**src/rtl/spi_cmd_decoder_if.sv**
```systemverilog
// Bridge-side byte stream and register-file bus of the SPI command decoder.
interface spi_cmd_decoder_if #(
    parameter int ADDR_W = 6
);
    logic              cs_n;
    logic              byte_sync;
    logic [7:0]        data_in;
    logic [7:0]        data_out;
    logic [ADDR_W-1:0] reg_addr;
    logic [7:0]        reg_wdata;
    logic              reg_we;
    logic              reg_re;
    logic [7:0]        reg_rdata;
    logic              err;

    modport slave (
        input  cs_n, byte_sync, data_in, reg_rdata,
        output data_out, reg_addr, reg_wdata, reg_we, reg_re, err
    );

    modport master (
        output cs_n, byte_sync, data_in, reg_rdata,
        input  data_out, reg_addr, reg_wdata, reg_we, reg_re, err
    );
endinterface

```
**src/rtl/spi_cmd_decoder.sv**
```systemverilog
// Two-byte SPI command decoder (command byte, then data byte) driving a register file.
// Define SPI_CMD_AUTOINC_EN to keep streaming data bytes at incrementing addresses until cs_n rises.
module spi_cmd_decoder #(
    parameter int ADDR_W   = 6,
    parameter int NUM_REGS = 48
) (
    input  logic                    sclk,
    input  logic                    rst_n,
    spi_cmd_decoder_if.slave        bus
);

    typedef enum logic [0:0] {
        ST_CMD  = 1'b0,
        ST_DATA = 1'b1
    } state_t;

    state_t            state_q, state_d;
    logic              cmd_rw_q;
    logic [ADDR_W-1:0] cmd_addr_q;
    logic [7:0]        rdata_q;
    logic [7:0]        reg_wdata_q;
    logic              reg_we_q;
    logic              reg_re_q;
    logic              err_q;

    logic              accept;
    logic [ADDR_W-1:0] in_addr;
    logic              fetch_window;
    logic [ADDR_W-1:0] fetch_addr;
    logic [7:0]        fetch_data;

    function automatic logic addr_ok(input logic [ADDR_W-1:0] a);
        return int'(a) < NUM_REGS;
    endfunction

    assign accept  = bus.byte_sync & ~bus.cs_n;
    assign in_addr = bus.data_in[ADDR_W-1:0];

`ifdef SPI_CMD_AUTOINC_EN
    logic [ADDR_W-1:0] next_addr;
    logic [ADDR_W-1:0] wr_addr_q;

    assign next_addr = (cmd_addr_q == ADDR_W'(NUM_REGS - 1)) ? '0 : cmd_addr_q + 1'b1;
`endif

    // The bridge loads data_out on the negedge while byte_sync is high, so the
    // register fetch for the next MISO byte must be combinational.
    always_comb begin
        // NOTE: every always_comb output gets a default first so no path infers a latch.
        fetch_window = (state_q == ST_CMD) && bus.byte_sync && !bus.data_in[7];
        fetch_addr   = in_addr;
`ifdef SPI_CMD_AUTOINC_EN
        if ((state_q == ST_DATA) && bus.byte_sync && !cmd_rw_q) begin
            fetch_window = 1'b1;
            fetch_addr   = next_addr;
        end
`endif
    end

    assign fetch_data   = addr_ok(fetch_addr) ? bus.reg_rdata : 8'h00;
    assign bus.data_out = fetch_window ? fetch_data : rdata_q;

`ifdef SPI_CMD_AUTOINC_EN
    // cmd_addr has already advanced while a burst write strobe is out.
    assign bus.reg_addr = fetch_window ? fetch_addr : (reg_we_q ? wr_addr_q : cmd_addr_q);
`else
    assign bus.reg_addr = fetch_window ? fetch_addr : cmd_addr_q;
`endif

    assign bus.reg_wdata = reg_wdata_q;
    assign bus.reg_we    = reg_we_q;
    assign bus.reg_re    = reg_re_q;
    assign bus.err       = err_q;

    always_ff @(posedge sclk or negedge rst_n) begin
        if (!rst_n) state_q <= ST_CMD;
        else        state_q <= state_d;
    end

    always_comb begin
        state_d = state_q;
        if (bus.cs_n) begin
            state_d = ST_CMD;
        end else if (accept) begin
`ifdef SPI_CMD_AUTOINC_EN
            state_d = ST_DATA;
`else
            state_d = (state_q == ST_CMD) ? ST_DATA : ST_CMD;
`endif
        end
    end

    // Strobes default low each cycle, so cs_n high (no accept) also clears them.
    always_ff @(posedge sclk or negedge rst_n) begin
        if (!rst_n) begin
            cmd_rw_q    <= 1'b0;
            cmd_addr_q  <= '0;
            rdata_q     <= 8'h00;
            reg_wdata_q <= 8'h00;
            reg_we_q    <= 1'b0;
            reg_re_q    <= 1'b0;
            err_q       <= 1'b0;
`ifdef SPI_CMD_AUTOINC_EN
            wr_addr_q   <= '0;
`endif
        end else begin
            // NOTE: sequential state uses non-blocking assignments so every register samples pre-edge values.
            reg_we_q <= 1'b0;
            reg_re_q <= 1'b0;
            if (accept) begin
                if (state_q == ST_CMD) begin
                    cmd_rw_q   <= bus.data_in[7];
                    cmd_addr_q <= in_addr;
                    if (!bus.data_in[7]) begin
                        rdata_q  <= fetch_data;
                        reg_re_q <= addr_ok(in_addr);
                    end
                end else begin
                    if (!addr_ok(cmd_addr_q)) err_q <= 1'b1;
                    if (cmd_rw_q) begin
                        reg_we_q    <= addr_ok(cmd_addr_q);
                        reg_wdata_q <= bus.data_in;
                    end
`ifdef SPI_CMD_AUTOINC_EN
                    wr_addr_q  <= cmd_addr_q;
                    cmd_addr_q <= next_addr;
                    if (!cmd_rw_q) begin
                        rdata_q  <= fetch_data;
                        reg_re_q <= addr_ok(next_addr);
                    end
`endif
                end
            end
        end
    end

endmodule

```
**src/flat_wrapper.sv**
```systemverilog
// flat-port wrapper written by rule: the top's interface ports become plain ports
module spi_cmd_decoder_flat 
#(
    parameter int ADDR_W   = 6,
    parameter int NUM_REGS = 48
)
  (sclk, rst_n, bus_cs_n, bus_byte_sync, bus_data_in, bus_reg_rdata, bus_data_out, bus_reg_addr, bus_reg_wdata, bus_reg_we, bus_reg_re, bus_err);
  spi_cmd_decoder_if #(.ADDR_W(ADDR_W)) bus_i ();
  input  logic sclk;
  input  logic rst_n;
  input wire logic [$bits(bus_i.cs_n)-1:0] bus_cs_n;
  input wire logic [$bits(bus_i.byte_sync)-1:0] bus_byte_sync;
  input wire logic [$bits(bus_i.data_in)-1:0] bus_data_in;
  input wire logic [$bits(bus_i.reg_rdata)-1:0] bus_reg_rdata;
  output wire logic [$bits(bus_i.data_out)-1:0] bus_data_out;
  output wire logic [$bits(bus_i.reg_addr)-1:0] bus_reg_addr;
  output wire logic [$bits(bus_i.reg_wdata)-1:0] bus_reg_wdata;
  output wire logic [$bits(bus_i.reg_we)-1:0] bus_reg_we;
  output wire logic [$bits(bus_i.reg_re)-1:0] bus_reg_re;
  output wire logic [$bits(bus_i.err)-1:0] bus_err;
  assign bus_i.cs_n = bus_cs_n;
  assign bus_i.byte_sync = bus_byte_sync;
  assign bus_i.data_in = bus_data_in;
  assign bus_i.reg_rdata = bus_reg_rdata;
  assign bus_data_out = bus_i.data_out;
  assign bus_reg_addr = bus_i.reg_addr;
  assign bus_reg_wdata = bus_i.reg_wdata;
  assign bus_reg_we = bus_i.reg_we;
  assign bus_reg_re = bus_i.reg_re;
  assign bus_err = bus_i.err;
  spi_cmd_decoder #(.ADDR_W(ADDR_W), .NUM_REGS(NUM_REGS)) u_core (.sclk(sclk), .rst_n(rst_n), .bus(bus_i));
endmodule
```
**config.mk**
```make
export PLATFORM = sky130hd
export DESIGN_NAME = spi_cmd_decoder_flat
export DESIGN_NICKNAME = d
export VERILOG_FILES = /design/src/rtl/spi_cmd_decoder_if.sv /design/src/rtl/spi_cmd_decoder.sv /design/src/flat_wrapper.sv
export SDC_FILE = /design/constraint.sdc
export NUM_CORES = 1
export LEC_CHECK = 0
export BUFFER_PORTS_ARGS = -buffer_cell sky130_fd_sc_hd__buf_2
export CORE_MARGIN = 10
export CORE_UTILIZATION = 48
export CTS_CLUSTER_DIAMETER = 40
export DETAILED_ROUTE_END_ITERATION = 12
export PLACE_DENSITY = 0.86
export SKIP_CTS_REPAIR_TIMING = 1
export SYNTH_ARGS = -nofsm -noshare
export SYNTH_HDL_FRONTEND = slang
export SYNTH_SLANG_ARGS = --single-unit
```
**constraint.sdc**
```tcl
create_clock -name sclk -period 2 [get_ports sclk]
set_input_delay 0.2 -clock sclk [delete_from_list [all_inputs] [get_ports sclk]]
set_output_delay 0.2 -clock sclk [all_outputs]
set_load 0.02 [all_outputs]
```
==> flow_summary.json <==
{
  "outcome": "completed",
  "fin_skew_ns": 0.0150,
  "seq_power_share_pct": 46.7,
  "switching_share_pct": 35.6,
  "synth.top_cells.by_area": "dfrtp_1 (53%), mux2_2 (32%), a21boi_0 (5.3%)",
  "power_frac_comb_pct": 37.8,
  "irDropWorstVdd_v": 0.000736,
  "drv_cap": 0,
  "grt_pass1_vias": 968,
  "tightest_slew_ns": 0.576,
  "rsz0062_at_grt": "no",
  "start_kind": "flip-flop",
  "setup_ws_ns": 0.0923,
  "crit-reg2reg-launch": "u_core.state_q",
  "start_util_pct": 51.0,
  "power.density_mw_per_mm2": 1030,
  "clockRootBuffer": "clkbuf_4",
  "synth_common_cells": "mux2_2 (36), dfrtp_1 (27), a21boi_0 (9), a21oi_1 (2), clkbuf_1 (2)",
  "drive_gt1_share_pct": 67.2,
  "clkSinkCount": 27,
  "hold_path_class": "in2reg",
  "leakage_nw": 0.765,
  "seq_area_frac_synth_pct": 53.0,
  "p_switching_w": 0.000579,
  "fp-row-count": 18,
  "drtIter0Drc": 11,
  "htreeDepth": 1,
  "fin_crit_sh_pct": 95.4,
  "drc": 0,
  "max_slew_margin_pct": 61.6,
  "hold_violations": 0,
  "cts_tree": "done",
  "cts_made_buffers": 3,
  "via_per_inst": 5.22,
  "dp_slack_ns": 0.393,
  "crit_type": "reg2out",
  "die_x_um": 71.5,
  "clock_power_share_pct": 15.5,
  "place.gp.congestion": 0.701,
  "finalSetupViolCount": 0,
  "drtPass1Iterations": 4,
  "synthCells": 88,
  "dpl-instance-area_mm2": 0.00152,
  "core_area_mm2": 0.00250,
  "synth.net_count": 108,
  "synthFlopType": "dfrtp_1",
  "grt_max_degree": 28,
  "finalWirelength_mm": 2.82,
  "dp_hpwl_mm": 2.22,
  "die_y_um": 71.5,
  "grt_overflow": 0,
  "grtUsageTotal_pct": 11.0,
  "num_io_pins": 45,
  "synth.most_common_cell": "mux2_2",
  "end_kind": "output pin",
  "timing.fmax_mhz": 524,
  "period_minus_slack_ns": 1.91,
  "final_max_slew_viol_count": 0,
  "grt_pass1_wl_mm": 4.58,
  "p_int_w": 0.00105,
  "ctsLongestPathBuffers": 2,
  "nets": 158,
  "num_vias": 872,
  "critPathLaunch": "u_core.state_q",
  "synth.top_cell.area_share_pct": 53.0,
  "wl_per_cell_um": 16.9,
  "synth_edf_count": 0,
  "antenna_found_initial": 0,
  "synth_cell_type_count": 17,
  "crit_path_max_fanout": 9,
  "synth_top_area_cell": "dfrtp_1",
  "ant_nets": 0,
  "cp.arrival_ns": 1.71,
  "hold_start": "bus_data_in[6]",
  "placement.io_buffers": 44,
  "fin_area_mm2": 0.00158,
  "design.die.area_mm2": 0.00511,
  "syn-cell-area_mm2": 0.00127,
  "synthToLayoutAreaGrowth_pct": 24.4,
  "avgSynthCellArea_um2": 14.5,
  "cp.required_ns": 1.80,
  "diodes": 0,
  "synth-async-reset-ratio_pct": 100,
  "insertion_delay_ns": 0.34,
  "synth-seq-cells": 27,
  "clk_pin_slew_worst_paths_ns": 0.16,
  "synth-warning-count": 0
}
[routing by layer]
metal,track usage [%],part of all wire [%]
met5,0,0
met2,18.9,52
met4,4.52,1.5
met1,12.1,40
met3,3.72,6.2
[state kept, by name, indices dropped and copies added (netlist names)]
name and count:
u_core.state_q 1, u_core.bus.reg_re 1, u_core.bus.reg_we 1, u_core.bus.err 1, u_core.cmd_rw_q 1, u_core.rdata_q 8
u_core.bus.reg_wdata 8, u_core.cmd_addr_q 6
[power by group through the flow]
stage	logic, W	clock network [W]	registers [W]
after floorplan	0.000319	0	0.000846
after global placement	0.000600	0	0.000760
after detailed placement	0.000615	0	0.000773
after CTS	0.000617	0.000262	0.000761
after global routing	0.000662	0.000279	0.000777
final	0.000614	0.000252	0.000760
[final cells by class]
class	count	area [um^2]
fillers	204	916
clock buffers	3	22.5
inverters	1	3.75
clock inverters	1	8.76
flip-flops and latches	27	677
repair buffers	50	272
well taps	30	37.5
multi-input cells	55	563
[metrics by stage]
step	total power, W	TNS [ns]	util, %	instances	hold slack [ns]
after floorplan	0.00117	0	-	88	-0.0956
after global placement	0.00136	0	60.9	160	0.228
after detailed placement	0.00139	0	60.9	160	0.233
after CTS	0.00164	-0.000293	62.2	164	-0.159
after global routing	0.00172	0	63.4	167	0.0692
final	0.00163	0	63.4	167	0.0807
[cell usage in the layout, fill, tap and decap left out]
master / n
a21boi_0: 9
a21oi_1: 2
buf_2: 44
buf_4: 4
buf_6: 1
clkbuf_4: 3
dfrtp_1: 26
dfrtp_2: 1
dlygate4sd3_1: 1
inv_1: 1
inv_6: 1
mux2_2: 36
nand4_1: 1
nand4b_1: 1
nor2_1: 1
nor3b_2: 1
nor4b_4: 1
o21bai_1: 1
or3b_1: 1
xnor2_1: 1
[critical path, stage by stage, from the launching register on]
cell	delay [ns]
dfrtp_2	0.46
nor3b_2	0.24
buf_6	0.18
mux2_2	0.34
buf_2	0.16
[logic make-up (layout without fill, tap and decap cells)]
group / after synthesis / after routing / synth area share (%)
AOI/OAI and AO/OA: 12 / 12 / 6.68
muxes: 36 / 36 / 31.8
buffers and inverters: 6 / 55 / 2.75
xor gates and xnor gates: 1 / 1 / 0.688
DFF: 27 / 27 / 53.0
and+or+nand+nor: 6 / 6 / 5.01
[final timing paths]
path,slack [ns],end,depth (start not counted)
worst max register to register,0.33,u_core.rdata_q[6],4
min in group asynchronous,0.38,u_core.bus.reg_wdata[2],2
worst max-delay path,0.09,bus_data_out[0],4
worst min register to register,0.50,u_core.bus.err,1
max in group asynchronous,1.19,u_core.state_q,2
worst min-delay path,0.08,u_core.bus.reg_wdata[6],2
(Power assumes the default switching activity.)
